## src/rtl/instr_encoder_if.sv

```systemverilog
// Field-in / word-out bus of the instruction encoder, plus its reject status.
// The master drives fields and takes encoded words; the slave is the encoder.
interface instr_encoder_if #(
    parameter int unsigned ADDR_W = 32,
    parameter int unsigned ERR_W  = 8
);
    logic              InValid;
    logic              InReady;
    logic [3:0]        ClassI;
    logic [2:0]        Fun3I;
    logic [6:0]        Fun7I;
    logic [4:0]        RdI;
    logic [4:0]        Rs1I;
    logic [4:0]        Rs2I;
    logic [31:0]       ImmI;
    logic              AddrLoad;
    logic [ADDR_W-1:0] AddrBase;
    logic              OutValid;
    logic              OutReady;
    logic [31:0]       InstrO;
    logic [ADDR_W-1:0] AddrO;
    logic              ErrValid;
    logic [1:0]        ErrCode;
    logic [ERR_W-1:0]  ErrCount;

    modport master (
        output InValid, ClassI, Fun3I, Fun7I, RdI, Rs1I, Rs2I, ImmI, AddrLoad, AddrBase,
        output OutReady,
        input  InReady, OutValid, InstrO, AddrO, ErrValid, ErrCode, ErrCount
    );

    modport slave (
        input  InValid, ClassI, Fun3I, Fun7I, RdI, Rs1I, Rs2I, ImmI, AddrLoad, AddrBase,
        input  OutReady,
        output InReady, OutValid, InstrO, AddrO, ErrValid, ErrCode, ErrCount
    );
endinterface

```

## src/rtl/instr_encoder.sv

```systemverilog
// Packs instruction fields into RV32I+F words, stamps each with a word-aligned address
// and rejects illegal classes or unencodable immediates, counting the rejects.
module instr_encoder #(
    parameter int unsigned       ADDR_W     = 32,
    parameter logic [ADDR_W-1:0] RESET_ADDR = '0,
    parameter int unsigned       ERR_W      = 8
) (
    input logic              clk,
    input logic              reset,
    instr_encoder_if.slave   bus
);

    localparam logic [3:0] ClsLw    = 4'd0;
    localparam logic [3:0] ClsSw    = 4'd1;
    localparam logic [3:0] ClsR     = 4'd2;
    localparam logic [3:0] ClsB     = 4'd3;
    localparam logic [3:0] ClsIAlu  = 4'd4;
    localparam logic [3:0] ClsJal   = 4'd5;
    localparam logic [3:0] ClsAuipc = 4'd6;
    localparam logic [3:0] ClsLui   = 4'd7;
    localparam logic [3:0] ClsJalr  = 4'd8;
    localparam logic [3:0] ClsFlw   = 4'd9;
    localparam logic [3:0] ClsFsw   = 4'd10;
    localparam logic [3:0] ClsFp    = 4'd11;

    typedef enum logic [2:0] {FmtR, FmtI, FmtShift, FmtS, FmtB, FmtU, FmtJ} format_e;

    logic              outValidQ;
    logic [31:0]       instrQ;
    logic [ADDR_W-1:0] addrQ;
    logic [ADDR_W-1:0] nextAddrQ;
    logic              errValidQ;
    logic [1:0]        errCodeQ;
    logic [ERR_W-1:0]  errCountQ;

    format_e           fmt;
    logic [6:0]        opcode;
    logic [2:0]        fun3;
    logic              classOk;
    logic              immOk;
    logic [31:0]       word;
    logic [1:0]        rejectCode;
    logic              accept;
    logic              legal;
    logic [ADDR_W-1:0] baseAligned;
    logic [ADDR_W-1:0] emitAddr;

    logic [31:0] imm;
    logic        fits12;
    logic        fits13;
    logic        fits21;
    logic        isShift;

    assign imm     = bus.ImmI;
    // A signed N-bit value has all bits from N-1 upward equal.
    assign fits12  = (imm[31:11] == '0) || (imm[31:11] == '1);
    assign fits13  = ((imm[31:12] == '0) || (imm[31:12] == '1)) && !imm[0];
    assign fits21  = ((imm[31:20] == '0) || (imm[31:20] == '1)) && !imm[0];
    assign isShift = (bus.ClassI == ClsIAlu) && (bus.Fun3I[1:0] == 2'b01);

    always_comb begin
        fmt     = FmtR;
        opcode  = 7'b0000000;
        fun3    = bus.Fun3I;
        classOk = 1'b1;
        immOk   = 1'b1;
        unique case (bus.ClassI)
            ClsLw:    begin fmt = FmtI; opcode = 7'b0000011; fun3 = 3'b010; immOk = fits12; end
            ClsSw:    begin fmt = FmtS; opcode = 7'b0100011; fun3 = 3'b010; immOk = fits12; end
            ClsR:     begin fmt = FmtR; opcode = 7'b0110011; end
            ClsB:     begin fmt = FmtB; opcode = 7'b1100011; immOk = fits13; end
            ClsIAlu: begin
                opcode = 7'b0010011;
                if (isShift) begin
                    fmt   = FmtShift;
                    immOk = (imm[31:5] == '0);
                end else begin
                    fmt   = FmtI;
                    immOk = fits12;
                end
            end
            ClsJal:   begin fmt = FmtJ; opcode = 7'b1101111; immOk = fits21; end
            ClsAuipc: begin fmt = FmtU; opcode = 7'b0010111; immOk = (imm[11:0] == '0); end
            ClsLui:   begin fmt = FmtU; opcode = 7'b0110111; immOk = (imm[11:0] == '0); end
            ClsJalr:  begin fmt = FmtI; opcode = 7'b1100111; fun3 = 3'b000; immOk = fits12; end
            ClsFlw:   begin fmt = FmtI; opcode = 7'b0000111; fun3 = 3'b010; immOk = fits12; end
            ClsFsw:   begin fmt = FmtS; opcode = 7'b0100111; fun3 = 3'b010; immOk = fits12; end
            ClsFp:    begin fmt = FmtR; opcode = 7'b1010011; end
            default:  classOk = 1'b0;
        endcase
    end

    always_comb begin
        word = '0;
        unique case (fmt)
            FmtR:     word = {bus.Fun7I, bus.Rs2I, bus.Rs1I, fun3, bus.RdI, opcode};
            FmtI:     word = {imm[11:0], bus.Rs1I, fun3, bus.RdI, opcode};
            FmtShift: word = {bus.Fun7I, imm[4:0], bus.Rs1I, fun3, bus.RdI, opcode};
            FmtS:     word = {imm[11:5], bus.Rs2I, bus.Rs1I, fun3, imm[4:0], opcode};
            FmtB:     word = {imm[12], imm[10:5], bus.Rs2I, bus.Rs1I, fun3, imm[4:1], imm[11],
                              opcode};
            FmtU:     word = {imm[31:12], bus.RdI, opcode};
            FmtJ:     word = {imm[20], imm[10:1], imm[11], imm[19:12], bus.RdI, opcode};
            default:  word = '0;
        endcase
    end

    assign rejectCode  = !classOk ? 2'b01 : (!immOk ? 2'b10 : 2'b00);
    assign legal       = classOk && immOk;
    assign accept      = bus.InValid && bus.InReady;
    assign baseAligned = {bus.AddrBase[ADDR_W-1:2], 2'b00};
    assign emitAddr    = bus.AddrLoad ? baseAligned : nextAddrQ;

    always_ff @(posedge clk) begin
        if (reset) begin
            outValidQ <= 1'b0;
            instrQ    <= '0;
            addrQ     <= RESET_ADDR;
            nextAddrQ <= RESET_ADDR;
            errValidQ <= 1'b0;
            errCodeQ  <= 2'b00;
            errCountQ <= '0;
        end else begin
            if (accept && legal) begin
                outValidQ <= 1'b1;
                instrQ    <= word;
                addrQ     <= emitAddr;
                nextAddrQ <= emitAddr + ADDR_W'(4);
            end else begin
                if (bus.OutReady) begin
                    outValidQ <= 1'b0;
                end
                if (bus.AddrLoad) begin
                    nextAddrQ <= baseAligned;
                end
            end
            errValidQ <= accept && !legal;
            if (accept && !legal) begin
                errCodeQ <= rejectCode;
                if (!(&errCountQ)) begin
                    errCountQ <= errCountQ + ERR_W'(1);
                end
            end
        end
    end

    assign bus.InReady  = !outValidQ || bus.OutReady;
    assign bus.OutValid = outValidQ;
    assign bus.InstrO   = instrQ;
    assign bus.AddrO    = addrQ;
    assign bus.ErrValid = errValidQ;
    assign bus.ErrCode  = errCodeQ;
    assign bus.ErrCount = errCountQ;

endmodule

```

## src/flat_wrapper.sv

```systemverilog
// flat-port wrapper written by rule: the top's interface ports become plain ports
module instr_encoder_flat 
#(
    parameter int unsigned       ADDR_W     = 32,
    parameter logic [ADDR_W-1:0] RESET_ADDR = '0,
    parameter int unsigned       ERR_W      = 8
)
  (clk, reset, bus_InValid, bus_ClassI, bus_Fun3I, bus_Fun7I, bus_RdI, bus_Rs1I, bus_Rs2I, bus_ImmI, bus_AddrLoad, bus_AddrBase, bus_OutReady, bus_InReady, bus_OutValid, bus_InstrO, bus_AddrO, bus_ErrValid, bus_ErrCode, bus_ErrCount);
  instr_encoder_if #(.ADDR_W(ADDR_W), .ERR_W(ERR_W)) bus_i ();
  input logic clk;
  input logic reset;
  input wire logic [$bits(bus_i.InValid)-1:0] bus_InValid;
  input wire logic [$bits(bus_i.ClassI)-1:0] bus_ClassI;
  input wire logic [$bits(bus_i.Fun3I)-1:0] bus_Fun3I;
  input wire logic [$bits(bus_i.Fun7I)-1:0] bus_Fun7I;
  input wire logic [$bits(bus_i.RdI)-1:0] bus_RdI;
  input wire logic [$bits(bus_i.Rs1I)-1:0] bus_Rs1I;
  input wire logic [$bits(bus_i.Rs2I)-1:0] bus_Rs2I;
  input wire logic [$bits(bus_i.ImmI)-1:0] bus_ImmI;
  input wire logic [$bits(bus_i.AddrLoad)-1:0] bus_AddrLoad;
  input wire logic [$bits(bus_i.AddrBase)-1:0] bus_AddrBase;
  input wire logic [$bits(bus_i.OutReady)-1:0] bus_OutReady;
  output wire logic [$bits(bus_i.InReady)-1:0] bus_InReady;
  output wire logic [$bits(bus_i.OutValid)-1:0] bus_OutValid;
  output wire logic [$bits(bus_i.InstrO)-1:0] bus_InstrO;
  output wire logic [$bits(bus_i.AddrO)-1:0] bus_AddrO;
  output wire logic [$bits(bus_i.ErrValid)-1:0] bus_ErrValid;
  output wire logic [$bits(bus_i.ErrCode)-1:0] bus_ErrCode;
  output wire logic [$bits(bus_i.ErrCount)-1:0] bus_ErrCount;
  assign bus_i.InValid = bus_InValid;
  assign bus_i.ClassI = bus_ClassI;
  assign bus_i.Fun3I = bus_Fun3I;
  assign bus_i.Fun7I = bus_Fun7I;
  assign bus_i.RdI = bus_RdI;
  assign bus_i.Rs1I = bus_Rs1I;
  assign bus_i.Rs2I = bus_Rs2I;
  assign bus_i.ImmI = bus_ImmI;
  assign bus_i.AddrLoad = bus_AddrLoad;
  assign bus_i.AddrBase = bus_AddrBase;
  assign bus_i.OutReady = bus_OutReady;
  assign bus_InReady = bus_i.InReady;
  assign bus_OutValid = bus_i.OutValid;
  assign bus_InstrO = bus_i.InstrO;
  assign bus_AddrO = bus_i.AddrO;
  assign bus_ErrValid = bus_i.ErrValid;
  assign bus_ErrCode = bus_i.ErrCode;
  assign bus_ErrCount = bus_i.ErrCount;
  instr_encoder #(.ADDR_W(ADDR_W), .RESET_ADDR(RESET_ADDR), .ERR_W(ERR_W)) u_core (.clk(clk), .reset(reset), .bus(bus_i));
endmodule
```

## config.mk

```make
export PLATFORM = sky130hd
export DESIGN_NAME = instr_encoder_flat
export DESIGN_NICKNAME = d
export VERILOG_FILES = /design/src/rtl/instr_encoder_if.sv /design/src/rtl/instr_encoder.sv /design/src/flat_wrapper.sv
export SDC_FILE = /design/constraint.sdc
export NUM_CORES = 1
export LEC_CHECK = 0
export ABC_AREA = 1
export BUFFER_PORTS_ARGS = -buffer_cell sky130_fd_sc_hd__buf_2
export CAP_MARGIN = 20
export CORE_MARGIN = 2
export CORE_UTILIZATION = 42
export DETAILED_ROUTE_END_ITERATION = 16
export GPL_ROUTABILITY_DRIVEN = 0
export PLACE_DENSITY = 0.67
export SLEW_MARGIN = 30
export SYNTH_ARGS = -nofsm -noshare
export SYNTH_HDL_FRONTEND = slang
export SYNTH_SLANG_ARGS = --single-unit
```

## constraint.sdc

```tcl
create_clock -name clk -period 4.34 [get_ports clk]
set_clock_uncertainty 0.1 [all_clocks]
set_input_delay 0.217 -clock clk [delete_from_list [all_inputs] [get_ports clk]]
set_output_delay 0.217 -clock clk [all_outputs]
set_load 0.1 [all_outputs]
```

== Word-level counts from Yosys, hierarchy flattened ==
Cells that the tools add are included.
Operators by class
  bitwise gates (word level): 1
  add/sub/neg operators: 2
  muxes and demuxes: 14
  equal/unequal tests: 21
  reduce and logical (&&, ||, !) cells: 30
Operator list (number)
  32-bit case mux with 7 select lines: 1
  7-bit case mux with 12 select lines: 1
  32-bit two-way mux: 2
  32-bit by 3-bit adder with 32-bit output, second input constant: 1
  27-bit zero test: 1
  12-bit zero test: 2
  21-bit equality test, second input constant: 1
  21-bit zero test: 1
  20-bit equality test, second input constant: 1
  20-bit zero test: 1
  3-bit case mux with 6 select lines: 1
  4-bit by 3-bit equality test with 1-bit output, second input constant: 4
  4-bit equality test, second input constant: 4
  12-bit equality test, second input constant: 1
  12-bit OR reduction: 1
  3-bit equality test, second input constant: 3
  8-bit by 1-bit adder with 8-bit output, second input constant: 1
  4-bit by 2-bit equality test with 1-bit output, second input constant: 2
  8-bit AND reduction: 1
  1-bit logical AND: 7
  3-bit by 2-bit equality test with 1-bit output, second input constant: 2
  2-bit two-way mux: 3
  3-bit case mux with 2 select lines: 1
  1-bit case mux with 5 select lines: 1
  other kinds (15): 24
Word-level totals
  flip-flop bits (word level): 108
  output and inout bits: 77

== Longest topological paths before layout ==
  depth after elaboration: 8
  gate-level depth with buffers: 15
  gate-level depth less buffers: 15

== Worst setup path after synthesis ==
OpenSTA, ideal clock, no wires.
  kind: reg2reg
  start point: reg u_core.outValidQ (netlist: u_core.bus.OutValid)
  end point: reg u_core.instrQ[16] (netlist: u_core.bus.InstrO[16])
  slack: 1504 ps
  path buffers: 2
  arrival time: 2666 ps
  data required time: 4169 ps
  period minus slack after synthesis: 2836 ps
  cell stages (with the launch flop): 9
  cell sequence: dfxtp_1 -> nand2_1 -> nand2_1 -> nor2_1 -> nand2_4 -> buf_6 -> buf_6 -> nand2_1 -> a21oi_1
Between the ends
  cells in the longest elaborated chain, start to end: 4
Ends and longest elaborated chain
  start: declaration: RTL line instr_encoder.sv:28  | logic outValidQ;
  start signal: assignment: RTL line instr_encoder.sv:116  | outValidQ <= 1'b0;
  start signal: assignment: RTL line instr_encoder.sv:125  | outValidQ <= 1'b1;
  start signal: assignment: RTL line instr_encoder.sv:131  | outValidQ <= 1'b0;
  1-bit zero test: RTL line instr_encoder.sv:147  | assign bus.InReady = !outValidQ || bus.OutReady;
  1-bit logical OR: RTL line instr_encoder.sv:147
  net bus_InReady: RTL line flat_wrapper.sv:23  | output wire logic [$bits(bus_i.InReady)-1:0] bus_InReady;
  1-bit logical AND: RTL line instr_encoder.sv:110  | assign accept = bus.InValid && bus.InReady;
  1-bit logical AND: RTL line instr_encoder.sv:124  | if (accept && legal) begin
  end signal: assignment: RTL line instr_encoder.sv:126  | instrQ <= word;
  end: declaration: RTL line instr_encoder.sv:29  | logic [31:0] instrQ;
The timed path passes the listed nets, and every way through them passes these cells.
A chain may end at the register's enable or synchronous reset.

== Worst setup path in the final report ==
  start point: in bus_AddrLoad
  end point: reg u_core.nextAddrQ[28]
Between the ends
  cells in the longest elaborated chain, start to end: 3
Ends and longest elaborated chain
  start: declaration: RTL line flat_wrapper.sv:20  | input wire logic [$bits(bus_i.AddrLoad)-1:0] bus_AddrLoad;
  32-bit two-way mux
  net u_core.emitAddr[3]: RTL line instr_encoder.sv:46  | logic [ADDR_W-1:0] emitAddr;
  32-bit by 3-bit adder with 32-bit output: RTL line instr_encoder.sv:128  | nextAddrQ <= emitAddr + ADDR_W'(4);
  32-bit two-way mux: RTL line instr_encoder.sv:124
  end signal: assignment: RTL line instr_encoder.sv:128
  end signal: assignment: RTL line instr_encoder.sv:134  | nextAddrQ <= baseAligned;
  end: declaration: RTL line instr_encoder.sv:31  | logic [ADDR_W-1:0] nextAddrQ;
The timed path passes the listed nets, and every way through them passes these cells.

==> reports/qor.yml <==
floorplan:
  rows: 43
  initial_core_util_pct: 43.0
  core_area_um2: 13900
  die_w_um: 123
  design.die.area_um2: 15200
  die_h_um: 123
  io_pins: 175
drt:
  drt-total-wl_um: 16800
  ant_nets: 0
  route.detailed.drc: 0
  vias: 6390
  firstDrtPassIters: 5
  via_per_inst: 4.90
  wl_per_cell_um: 12.9
  drt_iter0_markers: 329
synth:
  yosysSeqAreaShare_pct: 35.7
  syn_area_um2: 6000
  synth_top_flop_cell: "dfxtp_1"
  synthArstFlopShare_pct: 0
  syn-num-nets: 1074
  yosys_warnings: 0
  yosys_register_bits: 107
  syn_inst: 974
  ys_types: 35
  synth-edff-count: 0
  syn_avg_cell_area_um2: 6.16
critical_path:
  arrival_ps: 2840
  startpoint_type: "input pin"
  cpMostUsedCell: "inv_1"
  cp-startpoint: "bus_AddrLoad"
  critical_path_class: "input pin to register"
  r2r_slack_ps: 2180
  cp_slowest_cell: "nor3_1"
  critPathRequiredTime_ps: 4440
  worst_r2r_endpoint: "u_core.nextAddrQ[28]"
  crit_path_end_kind: "register"
  path_max_fanout: 33
  worstReg2RegStart: "u_core.nextAddrQ[3]"
  critical_path.endpoint: "u_core.nextAddrQ[28]"
  worstRegToRegCells: 8
  cpPeakStageDelay_ps: 550
  crit_chain: "buf_2 > inv_2 > or2_2 > o21ai_0 > inv_1 > ha_1 > inv_1 > nor3_1 > a21boi_0 > o21ai_1 > a21oi_1"
placement:
  placed_cells_incl_taps: 1290
  dpl_worst_slack_ps: 1300
  hpwl_um: 12400
  io_buffers: 172
  postPlaceCellArea_um2: 6890
timing:
  setup_violations: 0
  timing.final.ws_setup_ps: 1610
  rsz0062_at_grt: "no"
  post-route-min-period_ps: 2730
  finalHoldViolations: 0
  worst_pin_slew_ps: 745
  relSlewSlack_pct: 50.3
  fin_crit_sh_pct: 62.9
  max_freq_ghz: 0.366
  final_max_slew_viol_count: 0
  tns_ps: 0
min_path:
  hold_class: "input pin to register"
clock_tree:
  cts-htree-levels: 3
  clk_latency_ps: 360
  cts_resized: 0
  cts_inserted_buffers: 9
  cts.path.max_buffers: 2
  cts_hold_buf: 0
  clockRootBuffer: "clkbuf_16"
  numClockSinks: 107
  cts_setup_buffers: 0
  cts_tree: "built"
  clk_pin_slew_ps: 70
final_layout:
  diodes: 0
  seq_area_um2: 2140
  finish.utilization_pct: 51.3
  syn_to_final_growth_pct: 19.3
  final_cell_mix: "nand2_1, buf_2, nor2_1"
  drive_above_1_share_pct: 18.5
  finish.net_count: 1221
  layout_commonest_cell: "nand2_1"
  final_cell_count_no_fill: 1305
  final_cell_area_um2: 7150
  fill_cells: 1492
  multi_input_area_um2: 3410
power_and_ir_drop:
  pwr-share-clk_pct: 28.9
  p_int_w: 0.00160
  vdd_drop_max_mv: 0.204
  pwr_density_cell_nw_per_um2: 363
  combPwrFrac_pct: 29.8
  p_leak_nw: 3.36
  p_sw_share_pct: 38.3
  seqPwrFrac_pct: 41.3
  switching_power_w: 0.000995
grt:
  grt_start_max_net_pins: 71
  grt_pass1_wl_um: 27800
  grt_pass1_vias: 5894
  grt_overflow: 0
  antenna_found_initial: 1
  track_usage_pct: 22.8
run:
  max_cap_viol_count: 0
run_status:
  outcome: "completed"
-- kinds of logic after synthesis --
| kind of cell | count (synthesis) | share of synthesized area (%) |
|---|---|---|
| buf+inv | 94 | 7.35 |
| compound gates | 137 | 11.9 |
| fa+ha+maj | 2 | 0.417 |
| flops | 107 | 35.7 |
| xor+xnor | 24 | 3.51 |
| simple gates | 610 | 41.1 |
-- synthesized netlist by cell type, drive strengths merged (4+ instances only) --
cell type  number  area [um2]
a21oi          73         365
buf            26         184
clkbuf         15        57.6
dfxtp         107        2140
inv            53         199
nand2         368        1400
nand3          40         205
nand4          18         113
nor2          158         601
nor3           14        70.1
o211ai          4        30.0
o21ai          53         269
or2             6        37.5
xnor2           6        52.6
xor2           18         158
-- through the flow --
stage / hold slack, ps / power [W]
after floorplan: 318 / 0.00171
after global placement: 327 / 0.00186
after detailed placement: 330 / 0.00187
after CTS: 48.4 / 0.00263
after global routing: 88.8 / 0.00274
final: 57.2 / 0.00260
-- metal layers --
metal / routed length (um) / up-vias / track usage (%)
met5: 0 / - / 0
met4: 417 / 0 / 8.10
met3: 969 / 31 / 5.72
met2: 8040 / 164 / 38.9
met1: 7360 / 2797 / 27.7
li1: - / 3398 / -
-- registers in the layout, summed over array words and instances (netlist names) --
register	cells
u_core.bus.InstrO	31
u_core.nextAddrQ	32
u_core.bus.ErrCount	8
u_core.bus.ErrValid	1
u_core.bus.AddrO	32
u_core.bus.ErrCode	2
u_core.bus.OutValid	1
-- worst min path at each step --
| stage | start | slack (ps) | depth (start not counted) | to |
|---|---|---|---|---|
| floorplan | u_core.nextAddrQ[1] | 320 | 2 | u_core.nextAddrQ[1] |
| global placement | u_core.nextAddrQ[1] | 330 | 2 | u_core.nextAddrQ[1] |
| detailed placement | u_core.nextAddrQ[1] | 330 | 2 | u_core.nextAddrQ[1] |
| CTS | bus_OutReady | 50 | 4 | u_core.bus.OutValid |
| global route | bus_OutReady | 90 | 4 | u_core.bus.OutValid |
| finish | bus_OutReady | 60 | 4 | u_core.bus.OutValid |
-- cell type report --
class | instances | area share (%)
multi-input cells | 773 | 47.7
flip-flops and latches | 107 | 30.0
repair buffers | 177 | 12.7
inverters | 53 | 2.78
well taps | 180 | 3.15
clock inverters | 4 | 0.385
clock buffers | 11 | 3.25
-- critical path: cells and delay by family --
kind | cells | cell delay (ps)
compound gates | 4 | 560
buf+inv | 4 | 1070
fa+ha+maj | 1 | 230
simple gates | 2 | 750
-- power groups by stage --
stage	Combinational, W	Clock (W)	Sequential, W
5_1_grt	0.000842	0.000813	0.00108
3_3_place_gp	0.000771	0	0.00109
4_1_cts	0.000776	0.000778	0.00107
2_1_floorplan	0.000302	0	0.00141
3_5_place_dp	0.000774	0	0.00110
6_report	0.000774	0.000750	0.00107
Note: power is estimated with default switching activity, not from simulation.
